--- src/rtl/tridiag_result_collector_pkg.sv ---
// Shared definitions for the cluster Jacobi matrix-by-vector path.
// Holds the collector state encoding, a ceil-div helper and the derived
// padding constants (additional, total, no_of_beats). The matrix-by-vector
// and decoder blocks use the same functions, so all blocks agree on the
// padded row count and the number of beats per vector.
package tridiag_result_collector_pkg;

  localparam logic [31:0] zero_filling = 32'd0;

  typedef enum logic [1:0] {
    ST_IDLE    = 2'd0,
    ST_COLLECT = 2'd1,
    ST_DONE    = 2'd2
  } collector_state_t;

  function automatic int ceil_div(input int num, input int den);
    return (num + den - 1) / den;
  endfunction

  // A row count that is already a multiple of NI still gets a full NI of
  // padding; the producer side is built around that, so keep it.
  function automatic int calc_additional(input int eqn, input int ni);
    return ni - (eqn % ni);
  endfunction

  function automatic int calc_total(input int eqn, input int ni);
    return eqn + calc_additional(eqn, ni);
  endfunction

  function automatic int calc_no_of_beats(input int eqn, input int ni, input int units);
    return ceil_div(calc_total(eqn, ni), 2 * units);
  endfunction

endpackage

--- src/rtl/tridiag_result_collector_beat_row_placer.sv ---
// Combinational placement of one result beat into the row space.
// Ports:
//   beat_idx  - index of the beat being presented
//   in_data   - packed beat, MSB slot = lowest row of the beat
//   row_we    - per-row write enable, bit r = row r
//   row_data  - per-row data in out_vector layout (MSB slot = row 0)
// Padding rows (r >= no_of_eqn_per_cluster) have no storage, so their
// slots simply never drive a row.
module tridiag_result_collector_beat_row_placer
  import tridiag_result_collector_pkg::*;
#(
  parameter int no_of_eqn_per_cluster = 10,
  parameter int element_width         = 32,
  parameter int no_of_units           = 4,
  parameter int cnt_width             = 2
) (
  input  logic [cnt_width-1:0]                             beat_idx,
  input  logic [2*element_width*no_of_units-1:0]           in_data,
  output logic [no_of_eqn_per_cluster-1:0]                 row_we,
  output logic [no_of_eqn_per_cluster*element_width-1:0]   row_data
);

  localparam int slots = 2 * no_of_units;

  for (genvar r = 0; r < no_of_eqn_per_cluster; r++) begin : g_row
    localparam int                   slot_of_row = r % slots;
    localparam logic [cnt_width-1:0] beat_of_row = cnt_width'(r / slots);

    assign row_we[r] = (beat_idx == beat_of_row);
    assign row_data[(no_of_eqn_per_cluster-1-r)*element_width +: element_width] =
      in_data[(slots-1-slot_of_row)*element_width +: element_width];
  end

endmodule

--- src/rtl/tridiag_result_collector.sv ---
// Consumer end of the matrix-by-vector result interface.
// Reassembles packed result beats into the per-cluster result vector,
// discards the padding rows and raises a level finish when complete.
// Ports:
//   clk, reset         - rising-edge clock, synchronous active-high reset
//   start              - level enable; low returns to idle and clears flags
//   in_data            - result beat, MSB slot = lowest row index
//   outsider_read_now  - beat valid
//   out_vector         - assembled result, MSB slot = row 0
//   finish             - vector complete (level)
//   overflow           - sticky, a beat arrived after completion
module tridiag_result_collector
  import tridiag_result_collector_pkg::*;
#(
  parameter int no_of_eqn_per_cluster = 10,
  parameter int element_width         = 32,
  parameter int no_of_units           = 4,
  parameter int NI                    = 8
) (
  input  logic                                           clk,
  input  logic                                           reset,
  input  logic                                           start,
  input  logic [2*element_width*no_of_units-1:0]         in_data,
  input  logic                                           outsider_read_now,
  output logic [no_of_eqn_per_cluster*element_width-1:0] out_vector,
  output logic                                           finish,
  output logic                                           overflow
);

  localparam int additional  = calc_additional(no_of_eqn_per_cluster, NI);
  localparam int total       = calc_total(no_of_eqn_per_cluster, NI);
  localparam int no_of_beats = calc_no_of_beats(no_of_eqn_per_cluster, NI, no_of_units);
  localparam int cnt_width   = $clog2(no_of_beats + 1);
  localparam logic [cnt_width-1:0] last_beat = cnt_width'(no_of_beats - 1);

  collector_state_t                             state_r;
  logic [cnt_width-1:0]                         beat_cnt_r;
  logic [no_of_eqn_per_cluster-1:0]             row_we_s;
  logic [no_of_eqn_per_cluster*element_width-1:0] row_data_s;

  tridiag_result_collector_beat_row_placer #(
    .no_of_eqn_per_cluster (no_of_eqn_per_cluster),
    .element_width         (element_width),
    .no_of_units           (no_of_units),
    .cnt_width             (cnt_width)
  ) u_placer (
    .beat_idx (beat_cnt_r),
    .in_data  (in_data),
    .row_we   (row_we_s),
    .row_data (row_data_s)
  );

  // Collector FSM, beat counter, result storage and status flags.
  always_ff @(posedge clk) begin
    if (reset) begin
      state_r    <= ST_IDLE;
      beat_cnt_r <= '0;
      out_vector <= '0;
      finish     <= 1'b0;
      overflow   <= 1'b0;
    end else if (!start) begin
      // Dropping start abandons any partial vector but keeps the data.
      state_r    <= ST_IDLE;
      beat_cnt_r <= '0;
      finish     <= 1'b0;
      overflow   <= 1'b0;
    end else begin
      case (state_r)
        ST_IDLE: begin
          // Beats seen on the start-rising edge are dropped on purpose.
          state_r <= ST_COLLECT;
        end
        ST_COLLECT: begin
          if (outsider_read_now) begin
            for (int r = 0; r < no_of_eqn_per_cluster; r++) begin
              if (row_we_s[r]) begin
                out_vector[(no_of_eqn_per_cluster-1-r)*element_width +: element_width] <=
                  row_data_s[(no_of_eqn_per_cluster-1-r)*element_width +: element_width];
              end
            end
            beat_cnt_r <= beat_cnt_r + cnt_width'(1);
            if (beat_cnt_r == last_beat) begin
              state_r <= ST_DONE;
              finish  <= 1'b1;
            end
          end
        end
        ST_DONE: begin
          if (outsider_read_now) begin
            overflow <= 1'b1;
          end
        end
        default: begin
          state_r    <= ST_IDLE;
          beat_cnt_r <= '0;
          finish     <= 1'b0;
        end
      endcase
    end
  end

endmodule

--- config.mk ---
export PLATFORM = sky130hd
export DESIGN_NAME = tridiag_result_collector
export DESIGN_NICKNAME = d
export VERILOG_FILES = /design/src/rtl/tridiag_result_collector_pkg.sv /design/src/rtl/tridiag_result_collector_beat_row_placer.sv /design/src/rtl/tridiag_result_collector.sv
export SDC_FILE = /design/constraint.sdc
export NUM_CORES = 1
export LEC_CHECK = 0
export CAP_MARGIN = 20
export CORE_AREA = 2 2 226 228
export DETAILED_ROUTE_END_ITERATION = 10
export DIE_AREA = 0 0 228 230
export HOLD_SLACK_MARGIN = 0.12
export PLACE_DENSITY = 0.71
export SYNTH_ARGS = -nofsm -noshare
export SYNTH_HDL_FRONTEND = slang
export SYNTH_HIERARCHICAL = 1
export SYNTH_SLANG_ARGS = --single-unit
--- constraint.sdc ---
create_clock -name clk -period 2.29 [get_ports clk]
set_clock_uncertainty 0.1 [all_clocks]
set_input_delay 0.3435 -clock clk [delete_from_list [all_inputs] [get_ports clk]]
set_output_delay 0.3435 -clock clk [all_outputs]
set_load 0.03 [all_outputs]
After elaboration in Yosys (flattened, before gate mapping)
Index checks and enable logic that the tools add are counted.
- flip-flop bits (word level): 326
- input port bits: 260
- bitwise gates (word level): 3
- multiplexer cells: 8
- reductions and logical operators: 10
- equal/unequal tests: 5
- add/subtract/negate cells: 1
- operator list (operator ; count):
    4-bit AND reduction ; 2
    2-bit 2-to-1 mux ; 3
    2-bit one-hot mux with 3 select lines ; 1
    3-bit AND reduction ; 2
    2-bit by 1-bit == test with 1-bit output, second input constant ; 2
    2-bit logical NOT ; 2
    2-bit inequality test, second input constant ; 2
    2-bit one-hot mux with 2 select lines ; 1
    2-bit AND reduction ; 2
    2-bit OR reduction ; 2
    1-bit inverter ; 3
    2-bit by 1-bit adder with 2-bit output, second input constant ; 1
    2-bit == test, second input constant ; 1
    1-bit 2-to-1 mux ; 2
    1-bit one-hot mux with 2 select lines ; 1

Longest topological paths before layout
- depth in word-level cells: 4
- depth in mapped cells: 7
- depth with buffers taken out: 5

By module
Netlist, hierarchy kept.
- modules (own cells, without submodules) (module ; area an instance (µm²) ; times used ; cells an instance):
    tridiag_result_collector ; 14128.6 ; 1 ; 1497
    tridiag_result_collector_beat_row_placer ; 2474.9 ; 1 ; 330

Least setup slack after synthesis
Ideal clock, no wire load.
- path type: reg2reg
- start: reg beat_cnt_r[1]
- end: reg out_vector[139]
- arrival time: 1430 ps
- setup time: 124 ps
- cell stages (with the launch flop): 7
- clock period less this slack: 1653 ps
- path slack: 637 ps
- cell sequence: dfxtp_1 > nor2_1 > buf_4 > clkbuf_1 > and2_1 > clkbuf_2 > o21ai_0
- longest elaborated chain between the ends: 2
- ends and longest elaborated chain (item ; RTL line ; RTL):
    start: declaration ; tridiag_result_collector.sv:37 ; logic [cnt_width-1:0] beat_cnt_r;
    start signal: assignment ; tridiag_result_collector.sv:81 ; beat_cnt_r <= beat_cnt_r + cnt_width'(1);
    2-bit logical NOT ; - ;
    named net row_we_s[0] ; tridiag_result_collector.sv:38 ; logic [no_of_eqn_per_cluster-1:0] row_we_s;
    4-bit AND reduction (no line) ; - ;
    end signal: indexed assignment ; tridiag_result_collector.sv:77 ; out_vector[(no_of_eqn_per_cluster-1-r)*element_width +: element_width] <=
    end: declaration ; tridiag_result_collector.sv:25 ; output logic [no_of_eqn_per_cluster*element_width-1:0] out_vector,
The timed path passes the listed nets, and every way through them passes these cells.
A chain may end at the register's enable or synchronous reset.

Worst setup path after layout
- start: reg out_vector[57]
- end: out out_vector[57]
No word-level cell between the ends.

==> out/metrics.yaml <==
routing:
  via_count: 13240
  wl_um: 49400
  drc: 0
  drt_iter0_drc: 799
  dr.pass1.iters: 5
  routedWlPerCell_um: 18.4
  viasPerCell: 4.92
  drt.antenna.violating_nets: 0
logic_synthesis:
  ys_types: 28
  synth_seq_cells: 326
  syn-mean-instance-area_um2: 9.09
  synth_nets: 2088
  synth_commonest_cells: "348 x buf_4, 326 x dfxtp_1, 321 x nand2b_1"
  synth_largest_area_cell: "dfxtp_1"
  ys.flop_type: "dfxtp_1"
  netlist.area_leader.share: 0.393
  synth_edf_count: 0
  async_reset_ff_frac: 0
  synth_most_common_cell: "buf_4"
  syn-instance-count: 1827
  yosysSeqAreaShare: 0.393
  yosys-top-cells-area: "dfxtp_1 39%, nand4b_1 17%, buf_4 16%, nand2b_1 12%, o21ai_0 6.4%"
  syn-cell-area_um2: 16600
  yosys_warnings: 6
timing:
  post-route-period-util: 0.934
  fmax_mhz: 468
  hold_ws_ps: 287
  fin_ws_ps: 152
  max_slew_margin: 0.652
  min_period_ps: 2140
  max_slew.worst_pin.slew_ps: 522
  finalHoldViolCount: 0
  drv_slew: 0
  setup_tns_ps: 0
  finalSetupViolCount: 0
  rsz0062_at_grt: "no"
power:
  powerDensity_nw_per_um2: 613
  vdd_drop_max_mv: 0.390
  leakagePower_nw: 7.04
floorplan:
  pin_count: 582
  die_area_um2: 52400
  start_util: 0.333
  fp.coreArea_um2: 49900
  num_rows: 82
  die_w_um: 228
  die_h_um: 230
cts:
  cts.path.max_buffers: 3
  htreeDepth: 2
  ctsHoldBuffers: 0
  clk_pin_slew_worst_paths_ps: 60
  clockRootBuffer: "clkbuf_16"
  cts_resized: 0
  clk_latency_ps: 540
  clock-sinks: 326
  cts_buffers: 37
  cts_tree: "done"
  post_cts_buffers: 0
place:
  portBuffers: 581
  dp_worst_setup_slack_ps: 36.9
  hpwlAfterDp_um: 34400
  gp_congestion: 0.870
global_routing:
  grt_max_degree: 153
  antenna_found_initial: 1
  grt_pass1_wl_um: 75800
  grt_overflow: 0
  grt_pass1_vias: 13029
  grtUsageTotal: 0.179
run_status:
  outcome: "finished clean"
setup_path:
  crit_slowest_cell: "clkdlybuf4s50_1"
  path_max_fanout: 2
  arrival_ps: 1690
  crit_path_start_kind: "flop"
  cp-end-kind: "primary output"
  crit_chain: "clkdlybuf4s50_1"
  cpPeakStageDelay_ps: 810
  crit_family: "buffers and inverters"
  crit_buf_inv: 1
  cp.required_ps: 1850
  worstSetupPathType: "flop to primary output"
final_layout:
  multiInputGateArea_um2: 6640
  seq_area_um2: 6530
  final_core_util: 0.434
  area_growth_pct: 30.4
  nets: 2255
  drive_above_1_share: 0.0575
  fillCellCount: 4787
hold_path:
  hold_class: "primary input to flop"
run:
  cap_violations: 0
[power breakdown]
group | internal, mW | switching [mW] | total [mW]
Sequential | 5.77 | 0.0574 | 5.83
Combinational | 0.812 | 0.662 | 1.47
Clock | 3.58 | 2.39 | 5.97
Total | 10.2 | 3.11 | 13.3
[logic make-up after synthesis]
family                     synth area share
DFF                                   0.393
muxes                              0.000678
and+or+nand+nor                       0.298
buffers and inverters                 0.208
AOI/OAI and AO/OA                    0.0995
adders and majority gates          0.000753
[cell type report]
cell class | count | share of cell area
tap | 672 | 0.0388
clock buffer | 55 | 0.0497
timing repair buffer | 636 | 0.298
multi-input combinational | 991 | 0.307
inverter | 2 | 0.000347
antenna | 1 | 0.000116
clock inverter | 6 | 0.00532
sequential | 326 | 0.301
[placed cells by master, fill, tap and decap left out, types with 2 or more instances in the layout]
master / n
clkdlybuf4s50_1: 580
dfxtp_1: 326
nand2b_1: 321
nand4b_1: 320
o21ai_0: 212
o21ai_1: 109
clkbuf_16: 39
buf_4: 38
buf_12: 17
clkbuf_1: 12
and2_2: 6
and2_1: 4
clkbuf_8: 4
nor2_1: 3
bufinv_16: 3
inv_1: 2
a31oi_1: 2
a21oi_1: 2
[worst paths after layout]
path                                                   from                          end  slack (ps)  cells after the start
worst max register to register      state_r[0]$_SDFFE_PP0P_  out_vector[63]$_SDFFE_PP0P_         350                      5
worst max-delay path            out_vector[57]$_SDFFE_PP0P_               out_vector[57]         150                      1
worst min register to register  out_vector[25]$_SDFFE_PP0P_  out_vector[25]$_SDFFE_PP0P_         360                      2
worst min-delay path                                  reset  out_vector[21]$_SDFFE_PP0P_         290                      3
[flip-flops by register name, summed over array words and instances (netlist names)]
| register | count |
|---|---|
| beat_cnt_r | 2 |
| state_r | 2 |
| out_vector | 320 |
| overflow | 1 |
| finish | 1 |
[per-layer routing]
metal / global-route usage / part of all wire / vias up
li1: - / - / 6347
met1: 0.218 / 0.41 / 6309
met2: 0.295 / 0.47 / 491
met3: 0.0567 / 0.082 / 93
met4: 0.0707 / 0.036 / 0
met5: 0 / 0 / -
[through the flow]
stage	instance area [um^2]	std cells	power [mW]
2_1_floorplan	16600	1827	7.01
3_3_place_gp	20500	2627	7.41
3_5_place_dp	20500	2627	7.42
4_1_cts	21700	2688	13.5
5_1_grt	21700	2689	13.8
6_report	21700	2689	13.3
Note: power is estimated with default switching activity, not from simulation.
